`config.mk`:
```
export PLATFORM = sky130hd
export DESIGN_NAME = ama_riscv_icache_sa_flat
export DESIGN_NICKNAME = d
export VERILOG_FILES = /design/src/rtl/ama_riscv_icache_sa_if.sv /design/src/rtl/ama_riscv_icache_sa.sv /design/src/flat_wrapper.sv
export SDC_FILE = /design/constraint.sdc
export NUM_CORES = 2
export LEC_CHECK = 0
export BUFFER_PORTS_ARGS = -buffer_cell sky130_fd_sc_hd__buf_4
export CAP_MARGIN = 20
export CORE_ASPECT_RATIO = 2
export CORE_MARGIN = 1
export CORE_UTILIZATION = 56
export DETAILED_ROUTE_END_ITERATION = 16
export PLACE_DENSITY = 0.71
export SLEW_MARGIN = 0
export SYNTH_ARGS = -nofsm -noshare
export SYNTH_HDL_FRONTEND = slang
export SYNTH_MEMORY_MAX_BITS = 65536
export SYNTH_SLANG_ARGS = --single-unit
```
`constraint.sdc`:
```
create_clock -name clk -period 8.1 [get_ports clk]
set_input_delay 0 -clock clk [delete_from_list [all_inputs] [get_ports clk]]
set_output_delay 0 -clock clk [all_outputs]
set_load 0.02 [all_outputs]
```
`src/rtl/ama_riscv_icache_sa_if.sv`:
```
// Valid/ready channel shared by the core and memory sides of the instruction cache.
// TX drives valid/data and observes ready; RX is the mirror view.
interface rv_if #(
    parameter int DW = 32
);
    logic          valid;
    logic          ready;
    logic [DW-1:0] data;

    modport TX (output valid, output data, input ready);
    modport RX (input valid, input data, output ready);
endinterface

```
`src/rtl/ama_riscv_icache_sa.sv`:
```
// Set-associative (1 or 2 way) instruction cache with 64B lines, 4x128-bit fills
// from main memory, LRU replacement and a one-set-per-cycle invalidate sweep.
module ama_riscv_icache_sa #(
    parameter int SETS            = 4,
    parameter int WAYS            = 2,
    parameter int CORE_ADDR_BUS_W = 32,
    parameter int MEM_ADDR_BUS    = 32
) (
    input  logic clk,
    input  logic rst,
    rv_if.RX     req_core,
    rv_if.TX     rsp_core,
    rv_if.TX     req_mem,
    rv_if.RX     rsp_mem,
    input  logic flush_req,
    output logic flush_done
);
    localparam int LINE_W   = 512;
    localparam int LOG_SETS = $clog2(SETS);
    localparam int IDX_W    = (LOG_SETS > 0) ? LOG_SETS : 1;
    localparam int TAG_W    = CORE_ADDR_BUS_W - 4 - LOG_SETS;
    localparam logic [CORE_ADDR_BUS_W-1:0] IDX_MASK = CORE_ADDR_BUS_W'(SETS - 1);
    localparam logic [IDX_W-1:0] LAST_IDX = IDX_W'(SETS - 1);

    if ((WAYS != 1) && (WAYS != 2)) begin : g_bad_ways
        $error("ama_riscv_icache_sa: WAYS must be 1 or 2");
    end
    if ((SETS < 1) || ((SETS & (SETS - 1)) != 0) || (SETS * WAYS > 1024)) begin : g_bad_sets
        $error("ama_riscv_icache_sa: SETS must be a power of 2 with SETS*WAYS <= 1024");
    end

    typedef enum logic [1:0] {IC_RESET, IC_READY, IC_MISS, IC_FLUSH} ic_state_t;

    function automatic logic [IDX_W-1:0] idx_of(input logic [CORE_ADDR_BUS_W-1:0] a);
        return IDX_W'((a >> 4) & IDX_MASK);
    endfunction

    function automatic logic [TAG_W-1:0] tag_of(input logic [CORE_ADDR_BUS_W-1:0] a);
        return TAG_W'(a >> (4 + LOG_SETS));
    endfunction

    ic_state_t                  r_state, w_state_nxt;
    logic [SETS-1:0]            r_valid [WAYS];
    logic [TAG_W-1:0]           r_tag   [WAYS][SETS];
    logic [LINE_W-1:0]          r_data  [WAYS][SETS];
    logic [SETS-1:0]            r_lru;
    logic [CORE_ADDR_BUS_W-1:0] r_addr;
    logic [2:0]                 r_req_cnt;
    logic [1:0]                 r_rsp_cnt;
    logic                       r_victim;
    logic [31:0]                r_fill_word;
    logic [IDX_W-1:0]           r_flush_idx;
    logic                       r_rsp_valid;
    logic [31:0]                r_rsp_data;

    logic [IDX_W-1:0]        w_idx, w_fill_idx;
    logic [TAG_W-1:0]        w_tag;
    logic [WAYS-1:0]         w_match;
    logic                    w_hit, w_hit_way, w_victim;
    logic [31:0]             w_hit_word, w_fill_word;
    logic                    w_core_hs, w_mem_hs, w_beat, w_last_beat;
    logic [MEM_ADDR_BUS-1:0] w_base;
    logic                    w_unused;

    assign w_idx      = idx_of(req_core.data);
    assign w_tag      = tag_of(req_core.data);
    assign w_fill_idx = idx_of(r_addr);
    assign w_base     = MEM_ADDR_BUS'(r_addr >> 2) & ~MEM_ADDR_BUS'(3);
    assign w_unused   = rsp_core.ready;

    // Tag compare across the ways of the addressed set.
    always_comb begin
        for (int w = 0; w < WAYS; w++) begin
            w_match[w] = r_valid[w][w_idx] && (r_tag[w][w_idx] == w_tag);
        end
        w_hit      = |w_match;
        w_hit_way  = (WAYS == 2) ? w_match[WAYS-1] : 1'b0;
        w_hit_word = r_data[w_hit_way][w_idx][{req_core.data[3:0], 5'd0} +: 32];
        w_victim   = (WAYS == 1)                 ? 1'b0 :
                     (!r_valid[0][w_idx])        ? 1'b0 :
                     (!r_valid[WAYS-1][w_idx])   ? 1'b1 : r_lru[w_idx];
    end

    assign req_core.ready = !rst && (r_state == IC_READY) && !flush_req;
    assign req_mem.valid  = !rst && (r_state == IC_MISS) && !r_req_cnt[2];
    assign req_mem.data   = req_mem.valid ? (w_base | MEM_ADDR_BUS'(r_req_cnt[1:0])) : '0;
    assign rsp_mem.ready  = !rst && (r_state == IC_MISS);
    assign rsp_core.valid = r_rsp_valid;
    assign rsp_core.data  = r_rsp_data;
    assign flush_done     = !rst && (r_state == IC_FLUSH) && (r_flush_idx == LAST_IDX);

    assign w_core_hs   = req_core.valid && req_core.ready;
    assign w_mem_hs    = req_mem.valid && req_mem.ready;
    assign w_beat      = rsp_mem.valid && rsp_mem.ready;
    assign w_last_beat = w_beat && (r_rsp_cnt == 2'd3);
    // The missed word may sit in the beat arriving right now, so bypass it.
    assign w_fill_word = (r_rsp_cnt == r_addr[3:2]) ?
                         rsp_mem.data[{r_addr[1:0], 5'd0} +: 32] : r_fill_word;

    // State register.
    always_ff @(posedge clk) begin
        if (rst) begin
            r_state <= IC_RESET;
        end else begin
            r_state <= w_state_nxt;
        end
    end

    // Next-state decode.
    always_comb begin
        w_state_nxt = r_state;
        case (r_state)
            IC_RESET: w_state_nxt = IC_READY;
            IC_READY: begin
                if (flush_req) begin
                    w_state_nxt = IC_FLUSH;
                end else if (w_core_hs && !w_hit) begin
                    w_state_nxt = IC_MISS;
                end else begin
                    w_state_nxt = IC_READY;
                end
            end
            IC_MISS: begin
                if (w_last_beat) begin
                    w_state_nxt = IC_READY;
                end else begin
                    w_state_nxt = IC_MISS;
                end
            end
            IC_FLUSH: begin
                if (r_flush_idx == LAST_IDX) begin
                    w_state_nxt = IC_READY;
                end else begin
                    w_state_nxt = IC_FLUSH;
                end
            end
            default: w_state_nxt = IC_RESET;
        endcase
    end

    // Valid/LRU bookkeeping, miss tracking and the registered core response.
    always_ff @(posedge clk) begin
        if (rst) begin
            for (int w = 0; w < WAYS; w++) begin
                r_valid[w] <= '0;
            end
            r_lru       <= '0;
            r_addr      <= '0;
            r_req_cnt   <= 3'd0;
            r_rsp_cnt   <= 2'd0;
            r_victim    <= 1'b0;
            r_fill_word <= 32'd0;
            r_flush_idx <= '0;
            r_rsp_valid <= 1'b0;
            r_rsp_data  <= 32'd0;
        end else begin
            r_rsp_valid <= 1'b0;
            r_rsp_data  <= 32'd0;
            case (r_state)
                IC_READY: begin
                    if (w_core_hs && w_hit) begin
                        r_rsp_valid <= 1'b1;
                        r_rsp_data  <= w_hit_word;
                        if (WAYS == 2) r_lru[w_idx] <= ~w_hit_way;
                    end else if (w_core_hs) begin
                        r_addr    <= req_core.data;
                        r_victim  <= w_victim;
                        r_req_cnt <= 3'd0;
                        r_rsp_cnt <= 2'd0;
                    end
                end
                IC_MISS: begin
                    if (w_mem_hs) r_req_cnt <= r_req_cnt + 3'd1;
                    if (w_beat) begin
                        r_rsp_cnt   <= r_rsp_cnt + 2'd1;
                        r_fill_word <= w_fill_word;
                    end
                    if (w_last_beat) begin
                        r_valid[r_victim][w_fill_idx] <= 1'b1;
                        if (WAYS == 2) r_lru[w_fill_idx] <= ~r_victim;
                        r_rsp_valid <= 1'b1;
                        r_rsp_data  <= w_fill_word;
                    end
                end
                IC_FLUSH: begin
                    for (int w = 0; w < WAYS; w++) begin
                        r_valid[w][r_flush_idx] <= 1'b0;
                    end
                    r_lru[r_flush_idx] <= 1'b0;
                    r_flush_idx <= (r_flush_idx == LAST_IDX) ? '0 : r_flush_idx + IDX_W'(1);
                end
                default: ;
            endcase
        end
    end

    // Tag and data arrays: unreset storage, qualified only by valid.
    always_ff @(posedge clk) begin
        if (w_beat) begin
            r_data[r_victim][w_fill_idx][{r_rsp_cnt, 7'd0} +: 128] <= rsp_mem.data;
        end
        if (w_last_beat) begin
            r_tag[r_victim][w_fill_idx] <= tag_of(r_addr);
        end
    end
endmodule

```
`src/flat_wrapper.sv`:
```
// flat-port wrapper written by rule: the top's interface ports become plain ports
module ama_riscv_icache_sa_flat 
#(
    parameter int SETS            = 4,
    parameter int WAYS            = 2,
    parameter int CORE_ADDR_BUS_W = 32,
    parameter int MEM_ADDR_BUS    = 32
)
  (clk, rst, flush_req, flush_done, req_core_valid, req_core_data, req_core_ready, rsp_core_valid, rsp_core_data, rsp_core_ready, req_mem_valid, req_mem_data, req_mem_ready, rsp_mem_valid, rsp_mem_data, rsp_mem_ready);
  rv_if #(.DW(32)) req_core_i ();
  rv_if #(.DW(32)) rsp_core_i ();
  rv_if #(.DW(32)) req_mem_i ();
  rv_if #(.DW(128)) rsp_mem_i ();
  input  logic clk;
  input  logic rst;
  input  logic flush_req;
  output logic flush_done;
  input wire logic [$bits(req_core_i.valid)-1:0] req_core_valid;
  input wire logic [$bits(req_core_i.data)-1:0] req_core_data;
  output wire logic [$bits(req_core_i.ready)-1:0] req_core_ready;
  output wire logic [$bits(rsp_core_i.valid)-1:0] rsp_core_valid;
  output wire logic [$bits(rsp_core_i.data)-1:0] rsp_core_data;
  input wire logic [$bits(rsp_core_i.ready)-1:0] rsp_core_ready;
  output wire logic [$bits(req_mem_i.valid)-1:0] req_mem_valid;
  output wire logic [$bits(req_mem_i.data)-1:0] req_mem_data;
  input wire logic [$bits(req_mem_i.ready)-1:0] req_mem_ready;
  input wire logic [$bits(rsp_mem_i.valid)-1:0] rsp_mem_valid;
  input wire logic [$bits(rsp_mem_i.data)-1:0] rsp_mem_data;
  output wire logic [$bits(rsp_mem_i.ready)-1:0] rsp_mem_ready;
  assign req_core_i.valid = req_core_valid;
  assign req_core_i.data = req_core_data;
  assign req_core_ready = req_core_i.ready;
  assign rsp_core_valid = rsp_core_i.valid;
  assign rsp_core_data = rsp_core_i.data;
  assign rsp_core_i.ready = rsp_core_ready;
  assign req_mem_valid = req_mem_i.valid;
  assign req_mem_data = req_mem_i.data;
  assign req_mem_i.ready = req_mem_ready;
  assign rsp_mem_i.valid = rsp_mem_valid;
  assign rsp_mem_i.data = rsp_mem_data;
  assign rsp_mem_ready = rsp_mem_i.ready;
  ama_riscv_icache_sa #(.SETS(SETS), .WAYS(WAYS), .CORE_ADDR_BUS_W(CORE_ADDR_BUS_W), .MEM_ADDR_BUS(MEM_ADDR_BUS)) u_core (.clk(clk), .rst(rst), .req_core(req_core_i), .rsp_core(rsp_core_i), .req_mem(req_mem_i), .rsp_mem(rsp_mem_i), .flush_req(flush_req), .flush_done(flush_done));
endmodule
```
### Word-level counts from Yosys, hierarchy flattened

Memories as Yosys holds them, arrays and structs flattened.
Cells that the tools add are included.

| cells by class | value |
|---|---|
| add/sub/neg operators | 4 |
| order comparisons | 9 |
| equality and inequality tests | 14 |
| shifts and indexed selects | 4 |
| mux-type cells | 76 |
| bitwise gates (word level) | 16 |
| reduce and logical (&&, ||, !) cells | 32 |

Operators with widths:

| cell | count |
|---|---|
| $mux 2048 | 1 |
| $mux 512 | 3 |
| $bmux 512 s2 | 1 |
| $demux 512 s2 | 1 |
| $shift 128x11->512 const A | 1 |
| $shiftx 128x11->512 | 1 |
| $shiftx 512x10->32 | 1 |
| $mux 26 | 5 |
| $mux 32 | 4 |
| $shiftx 128x8->32 | 1 |
| $bmux 26 s2 | 2 |
| $mux 104 | 1 |
| $pmux 32 s2 | 1 |
| $demux 26 s2 | 1 |
| $eq 26x26->1 | 2 |
| $or 30x2->30 | 1 |
| $mux 1 | 26 |
| $mux 4 | 6 |
| $logic_and 1x1->1 | 18 |
| $mux 2 | 8 |
| $pmux 4 s3 | 1 |
| $neg 9->11 | 1 |
| $lt 2x3->1 const B | 3 |
| $mux 3 | 3 |
| 31 further kinds | 62 |

| word-level totals | value |
|---|---|
| flip-flop bits (word level) | 111 |
| RAM bits | 4312 |
| input port bits | 167 |
| word-level logic and storage cells | 168 |
| memories | 3 |

Memories:

| name | words | width | rd ports | clocked after memory_dff | wr ports | RTL line | text |
|---|---|---|---|---|---|---|---|
| u_core.r_data | 2 | 2048 | 1 | 0 | 1 | ama_riscv_icache_sa.sv:45 | `logic [LINE_W-1:0] r_data [WAYS][SETS];` |
| u_core.r_tag | 2 | 104 | 2 | 0 | 1 | ama_riscv_icache_sa.sv:44 | `logic [TAG_W-1:0] r_tag [WAYS][SETS];` |
| u_core.r_valid | 2 | 4 | 2 | 0 | 2 | ama_riscv_icache_sa.sv:43 | `logic [SETS-1:0] r_valid [WAYS];` |

### Logic depth before layout (Yosys ltp)

An unclocked memory read counts as a cell.

| depth | value |
|---|---|
| depth in word-level cells | 13 |
| mapped depth | 19 |
| depth with buffers taken out | 10 |

### Least setup slack after synthesis

OpenSTA, ideal clock, no wires.

| timing path | value |
|---|---|
| kind | register -> register |
| start | reg u_core.r_state[0] |
| end | mem u_core.r_data[1][384] (netlist name), enable pin |
| setup time | 0.617 ns |
| arrival time | 7.300 ns |
| required time | 7.483 ns |
| slack | 0.183 ns |
| cell stages (with the launch flop) | 10 |
| period minus slack after synthesis | 7.917 ns |
| cells stage by stage | dfxtp_1 > inv_1 > ha_1 > clkbuf_1 > inv_1 > nor3_1 > nand2_1 > clkbuf_1 > buf_1 > nor2_1 |

| between the ends | value |
|---|---|
| cells in the longest elaborated chain, start to end | 5 |

Ends and longest elaborated chain:

| what | RTL line | text |
|---|---|---|
| start: declaration | ama_riscv_icache_sa.sv:42 | `ic_state_t r_state, w_state_nxt;` |
| start signal: assignment | ama_riscv_icache_sa.sv:105 | `r_state <= w_state_nxt;` |
| $eq 2x2->1 | ama_riscv_icache_sa.sv:87 | `assign rsp_mem.ready = !rst && (r_state == IC_MISS);` |
| $logic_and 1x1->1 | ama_riscv_icache_sa.sv:87 |  |
| $logic_and 1x1->1 | ama_riscv_icache_sa.sv:94 | `assign w_beat = rsp_mem.valid && rsp_mem.ready;` |
| $mux 1 | ama_riscv_icache_sa.sv:199 | `if (w_beat) begin` |
| $mux 2048 (not written as such) | ama_riscv_icache_sa.sv:200 | `r_data[r_victim][w_fill_idx][{r_rsp_cnt, 7'd0} +: 128] <= rsp_mem.data;` |
| end: declaration | ama_riscv_icache_sa.sv:45 |  |

Every way passes these cells.

### Final worst setup path

| timing path | value |
|---|---|
| start | in req_core_data[4] |
| end | reg u_core.r_rsp_data[12], in the netlist u_core.rsp_core.data[12] |

| between the ends | value |
|---|---|
| cells in the longest elaborated chain, start to end | 13 |

Ends and longest elaborated chain:

| what | RTL line | text |
|---|---|---|
| start: declaration | flat_wrapper.sv:19 | `input wire logic [$bits(req_core_i.data)-1:0] req_core_data;` |
| $not 2->3 (not written as such) | ama_riscv_icache_sa.sv:74, ama_riscv_icache_sa.sv:78 |  |
| $bmux 26 s2 | ama_riscv_icache_sa.sv:74 | `w_match[w] = r_valid[w][w_idx] && (r_tag[w][w_idx] == w_tag);` |
| $mux 26 (not written as such) (2 in series) | ama_riscv_icache_sa.sv:74 |  |
| $eq 26x26->1 | ama_riscv_icache_sa.sv:74 |  |
| $logic_and 1x1->1 | ama_riscv_icache_sa.sv:74 |  |
| $mem_v2 2x2048 | -- |  |
| $bmux 512 s2 | ama_riscv_icache_sa.sv:78 | `w_hit_word = r_data[w_hit_way][w_idx][{req_core.data[3:0], 5'd0} +: 32];` |
| $mux 512 (not written as such) (2 in series) | ama_riscv_icache_sa.sv:78 |  |
| $shiftx 512x10->32 | ama_riscv_icache_sa.sv:78 |  |
| $mux 32 * | ama_riscv_icache_sa.sv:161 | `if (w_core_hs && w_hit) begin` |
| $pmux 32 s2 * | ama_riscv_icache_sa.sv:159 | `case (r_state)` |
| end signal: assignment | ama_riscv_icache_sa.sv:163 | `r_rsp_data <= w_hit_word;` |
| end signal: assignment | ama_riscv_icache_sa.sv:182 | `r_rsp_data <= w_fill_word;` |
| end: declaration | ama_riscv_icache_sa.sv:54 | `logic [31:0] r_rsp_data;` |

Mark *: on every way between the ends. The rest lies on a longest branch, timed or not. The select of a mux whose other input is x is not followed.
A chain may end at the register's enable or synchronous reset.

==> metrics.csv <==
stage,metric,value,unit
die,chip width,396,um
synthesis,synthesis warning total,0,
route,detailed-routing iteration count for the pre-antenna-repair pass,8,
setup_path,delay of the slowest cell on the worst path,0.81,ns
timing,number of max-slew violations in the final report,0,
place,dpl cell area,181000,sq um
cells_and_area,layout overhead on the synthesized area,12.5,%
flow_run,number of max-capacitance violations reported,0,
setup_path,Critical path buffers and inverters,4,
timing,Total Neg Setup Slack,0,ns
timing,total setup violations reported at the end of the flow,0,
global_routing,global-route usage over all layers,31.6,%
cts,number of gates given a new drive strength after cts,0,
power_and_ir_drop,maximum VDD drop,0.194,mV
global_routing,largest net degree at the start of global routing,119,
cts,cell at the root of the clock tree,sky130_fd_sc_hd__clkbuf_16,
timing,Worst Max-Slew Pin Slew,1.19,ns
power_and_ir_drop,switching fraction of total power,20.5,%
global_routing,met3 track demand over resource in global routing,5.30,%
route,number of vias per cell after detailed routing,6.80,
setup_path,CP Cell Sequence,"dlygate4sd3_1, buf_16, buf_12, mux4_2, xnor2_1, nand4_1, nor4_2, and4_4, buf_4, mux2i_1, a22oi_1, nand3_1, o31a_1, o31ai_1",
cells_and_area,Final Core Density,63.4,%
cts,register clock-pin slew on the reported worst setup and hold paths,0.07,ns
die,area enclosed by the die boundary,312000,sq um
setup_path,cell type group with the largest total delay on the critical path,buffers and inverters,
cts,Setup Buffers After CTS,0,
cts,number of buffers added by the clock tree synthesis step,368,
place,HPWL after detailed placement,270000,um
synthesis,number of enable-type register cells in the synthesized netlist,4304,
synthesis,post-synthesis instance total,8440,
route,number of DRC violations after detailed routing,0,
global_routing,global-route track usage on met1,39.6,%
cts,H-Tree Depth,5,
timing,number of failing hold endpoints at the final stage,0,
global_routing,wire length of the first global-routing pass,689000,um
die,number of top-level design ports,236,
die,placeable core region,308000,sq um
timing,Tcrit/Tclk final,66.6,%
power_and_ir_drop,proportion of power drawn by flip-flops and latches,55.9,%
setup_path,maximum fanout encountered on the critical timing path,105,
timing,relative slew slack,21.0,%
synthesis,synthesized area per cell,20.6,sq um
global_routing,initial antenna violation count,95,
global_routing,via count of the first global-routing pass,91800,
power_and_ir_drop,post-layout power,44.4,mW
cts,later-pin clock latency in the skew report,0.98,ns
die,Die Height,789,um
cts,maximum number of buffers from clock root to sink,4,
synthesis,Cell variety after synth,62,
die,Initial Utilization,56.4,%
outcome,outcome,completed,
timing,crit path time final,5.39,ns
route,total via count after detailed routing,91200,
power_and_ir_drop,internal portion of total power,35.3,mW
power_and_ir_drop,Logic pwr share,3.6,%
cells_and_area,fraction of final layout cells with drive strength greater than 1,23.9,%
cells_and_area,# nets final,9164,
synthesis,most common flop cell mapped by yosys,sky130_fd_sc_hd__edfxtp_1,
power_and_ir_drop,static power due to leakage,60.1,nW
route,Detailed Route Iter0 Violations,12100,
cts,clock tree from TritonCTS,yes,
setup_path,crit path DAT,6.28,ns
cts,hold-fix buffer count after cts,249,
power_and_ir_drop,total power density per cell area,228,nW/um^2
route,Wirelength per Cell,36.8,um
setup_path,type of element capturing the critical path,flop,
global_routing,total global routing overflow,0,
route,number of antenna-violating nets in the routed design,0,
power_and_ir_drop,Clk network pwr share,40.5,%
cells_and_area,filler cell count in the final layout,20500,
min_path,type of the worst min-delay path,primary input to flop,
timing,worst clock skew on the final layout,0.0817,ns
die,Row Count,288,
setup_path,required time at the endpoint of the critical path,8.98,ns
synthesis,synthesized area,174000,sq um
global_routing,most used routing layer,met2,
timing,Max Clk Rate,0.185,GHz
cells_and_area,cell area after layout,195000,sq um
setup_path,element type at the critical path start,primary input,
setup_path,Critical Path Slowest Stage Cell,sky130_fd_sc_hd__and4_4,
synthesis,flip-flop and latch count after synthesis,4423,
place,last weighted congestion value of the routability-driven placer,0.816,
synthesis,share of the yosys chip area belonging to registers,75.8,%
setup_path,startpoint-to-endpoint class of the critical path,primary input to flop,
timing,Final Hold Slack,0.0932,ns
global_routing,met2 usage,53.1,%
cts,sink count of the clock tree,4423,
timing,RSZ-0062 raised after global routing,false,
place,number of buffer cells added on primary ports,232,
route,post-detailed-routing wire length,493000,um
synthesis,share of flip-flops with an asynchronous set or reset after synthesis,0,%
power_and_ir_drop,net load switching power,9.12,mW
[layout make-up]
type | count | area [sq um] | area share, %
diodes | 60 | 150 | 0.0769
flip-flops and latches | 4423 | 132000 | 67.4
clock inverters | 207 | 2170 | 1.11
clock buffers | 462 | 9810 | 5.03
repair buffers | 669 | 6420 | 3.29
inverters | 13 | 48.8 | 0.0250
multi-input cells | 3508 | 39900 | 20.4
well taps | 4060 | 5080 | 2.60
[state kept, by name, indices dropped and copies added (netlist names), named ones only]
register / count
u_core.r_state: 2
u_core.r_valid: 8
u_core.r_req_cnt: 3
u_core.r_tag: 208
u_core.r_rsp_cnt: 2
u_core.r_victim: 1
u_core.r_data: 4096
u_core.r_fill_word: 32
u_core.rsp_core.data: 32
u_core.r_flush_idx: 2
u_core.r_addr: 32
u_core.rsp_core.valid: 1
[worst reg2reg max path, delay by kind of cell, from the launching register on]
family | cells | cell delay (ns)
AO/OA/AOI/OAI | 3 | 1.21
flip-flops | 1 | 0.39
AND/OR/NAND/NOR | 4 | 1.88
buffers and inverters | 1 | 0.44
multiplexers | 2 | 0.61
XOR/XNOR | 1 | 0.59
[per-layer routing]
layer | wire, um | vias to the layer above
met5 | 299 | -
met4 | 30200 | 44
met3 | 49500 | 1237
met2 | 249000 | 6098
met1 | 164000 | 48300
li1 | - | 35500
[stage by stage]
stage	setup WS [ns]	instances
2_1_floorplan	0.183	8441
3_3_place_gp	2.36	12400
3_5_place_dp	2.36	12400
4_1_cts	2.66	13300
5_1_grt	2.44	13400
6_report	2.71	13400
[cells in the final DEF, fill, tap and decap left out, types with 76 or more instances in the layout]
cell type,instances
sky130_fd_sc_hd__edfxtp_1,4304
sky130_fd_sc_hd__mux4_2,1164
sky130_fd_sc_hd__nand2_1,714
sky130_fd_sc_hd__and2_1,544
sky130_fd_sc_hd__clkbuf_16,374
sky130_fd_sc_hd__buf_4,358
sky130_fd_sc_hd__nand3_1,333
sky130_fd_sc_hd__dlygate4sd3_1,249
sky130_fd_sc_hd__mux2i_1,140
sky130_fd_sc_hd__dfxtp_1,117
sky130_fd_sc_hd__nor2_1,82
sky130_fd_sc_hd__clkbuf_1,76
[kinds of logic after synthesis]
kind of cell / after synthesis / share of synthesized area [%]
XOR/XNOR: 55 / 0.278
AO/OA/AOI/OAI: 226 / 0.934
flip-flops: 4423 / 75.8
other: 1 / 0.00216
adder cells (fa/ha/maj): 14 / 0.101
buffers and inverters: 510 / 1.39
multiplexers: 1326 / 16.1
AND/OR/NAND/NOR: 1885 / 5.37
[synthesized netlist by cell type, drive strengths merged, types with 7 or more instances]
master | number | share of area [%]
dfxtp | 119 | 1.4
o211ai | 30 | 0.13
nor3 | 7 | 0.020
and4 | 15 | 0.076
xor2 | 8 | 0.040
nand3 | 334 | 0.96
o31ai | 23 | 0.099
edfxtp | 4304 | 74
a21o | 9 | 0.039
and3 | 34 | 0.12
nor2b | 7 | 0.025
o31a | 17 | 0.086
or2 | 16 | 0.058
nand4 | 42 | 0.15
nand2b | 33 | 0.12
xnor2 | 47 | 0.24
ha | 14 | 0.10
a221oi | 16 | 0.084
a22oi | 20 | 0.087
buf | 229 | 0.78
clkbuf | 266 | 0.58
mux4 | 1168 | 15
o21ai | 41 | 0.12
a32oi | 15 | 0.076
mux2i | 140 | 0.81
mux2 | 18 | 0.12
a21oi | 18 | 0.052
and2 | 545 | 2.0
nor2 | 124 | 0.27
inv | 12 | 0.026
a31oi | 16 | 0.058
nand2 | 717 | 1.6
[power groups by stage]
stage	combinational (mW)	clock (mW)	sequential (mW)
floorplan	0.902	0	25.3
global placement	1.44	0	25.3
detailed placement	1.47	0	25.4
CTS	1.59	18.1	24.8
global route	1.65	18.8	24.8
finish	1.60	18.0	24.8
[worst paths after layout]
check | from | end | slack [ns] | cells past startpoint
setup / recovery | req_core_data[4] | u_core.rsp_core.data[12]$_SDFF_PP0_ | 2.71 | 14
hold / removal | rsp_mem_valid | u_core.r_rsp_cnt[0]$_SDFFE_PP0P_ | 0.09 | 5
setup reg to reg | u_core.r_tag[1][50]$_DFFE_PP_ | u_core.rsp_core.data[12]$_SDFF_PP0_ | 2.88 | 11
hold reg to reg | u_core.r_valid[0][3]$_DFF_P_ | u_core.r_valid[0][3]$_DFF_P_ | 0.45 | 1
(Power assumes the default switching activity.)
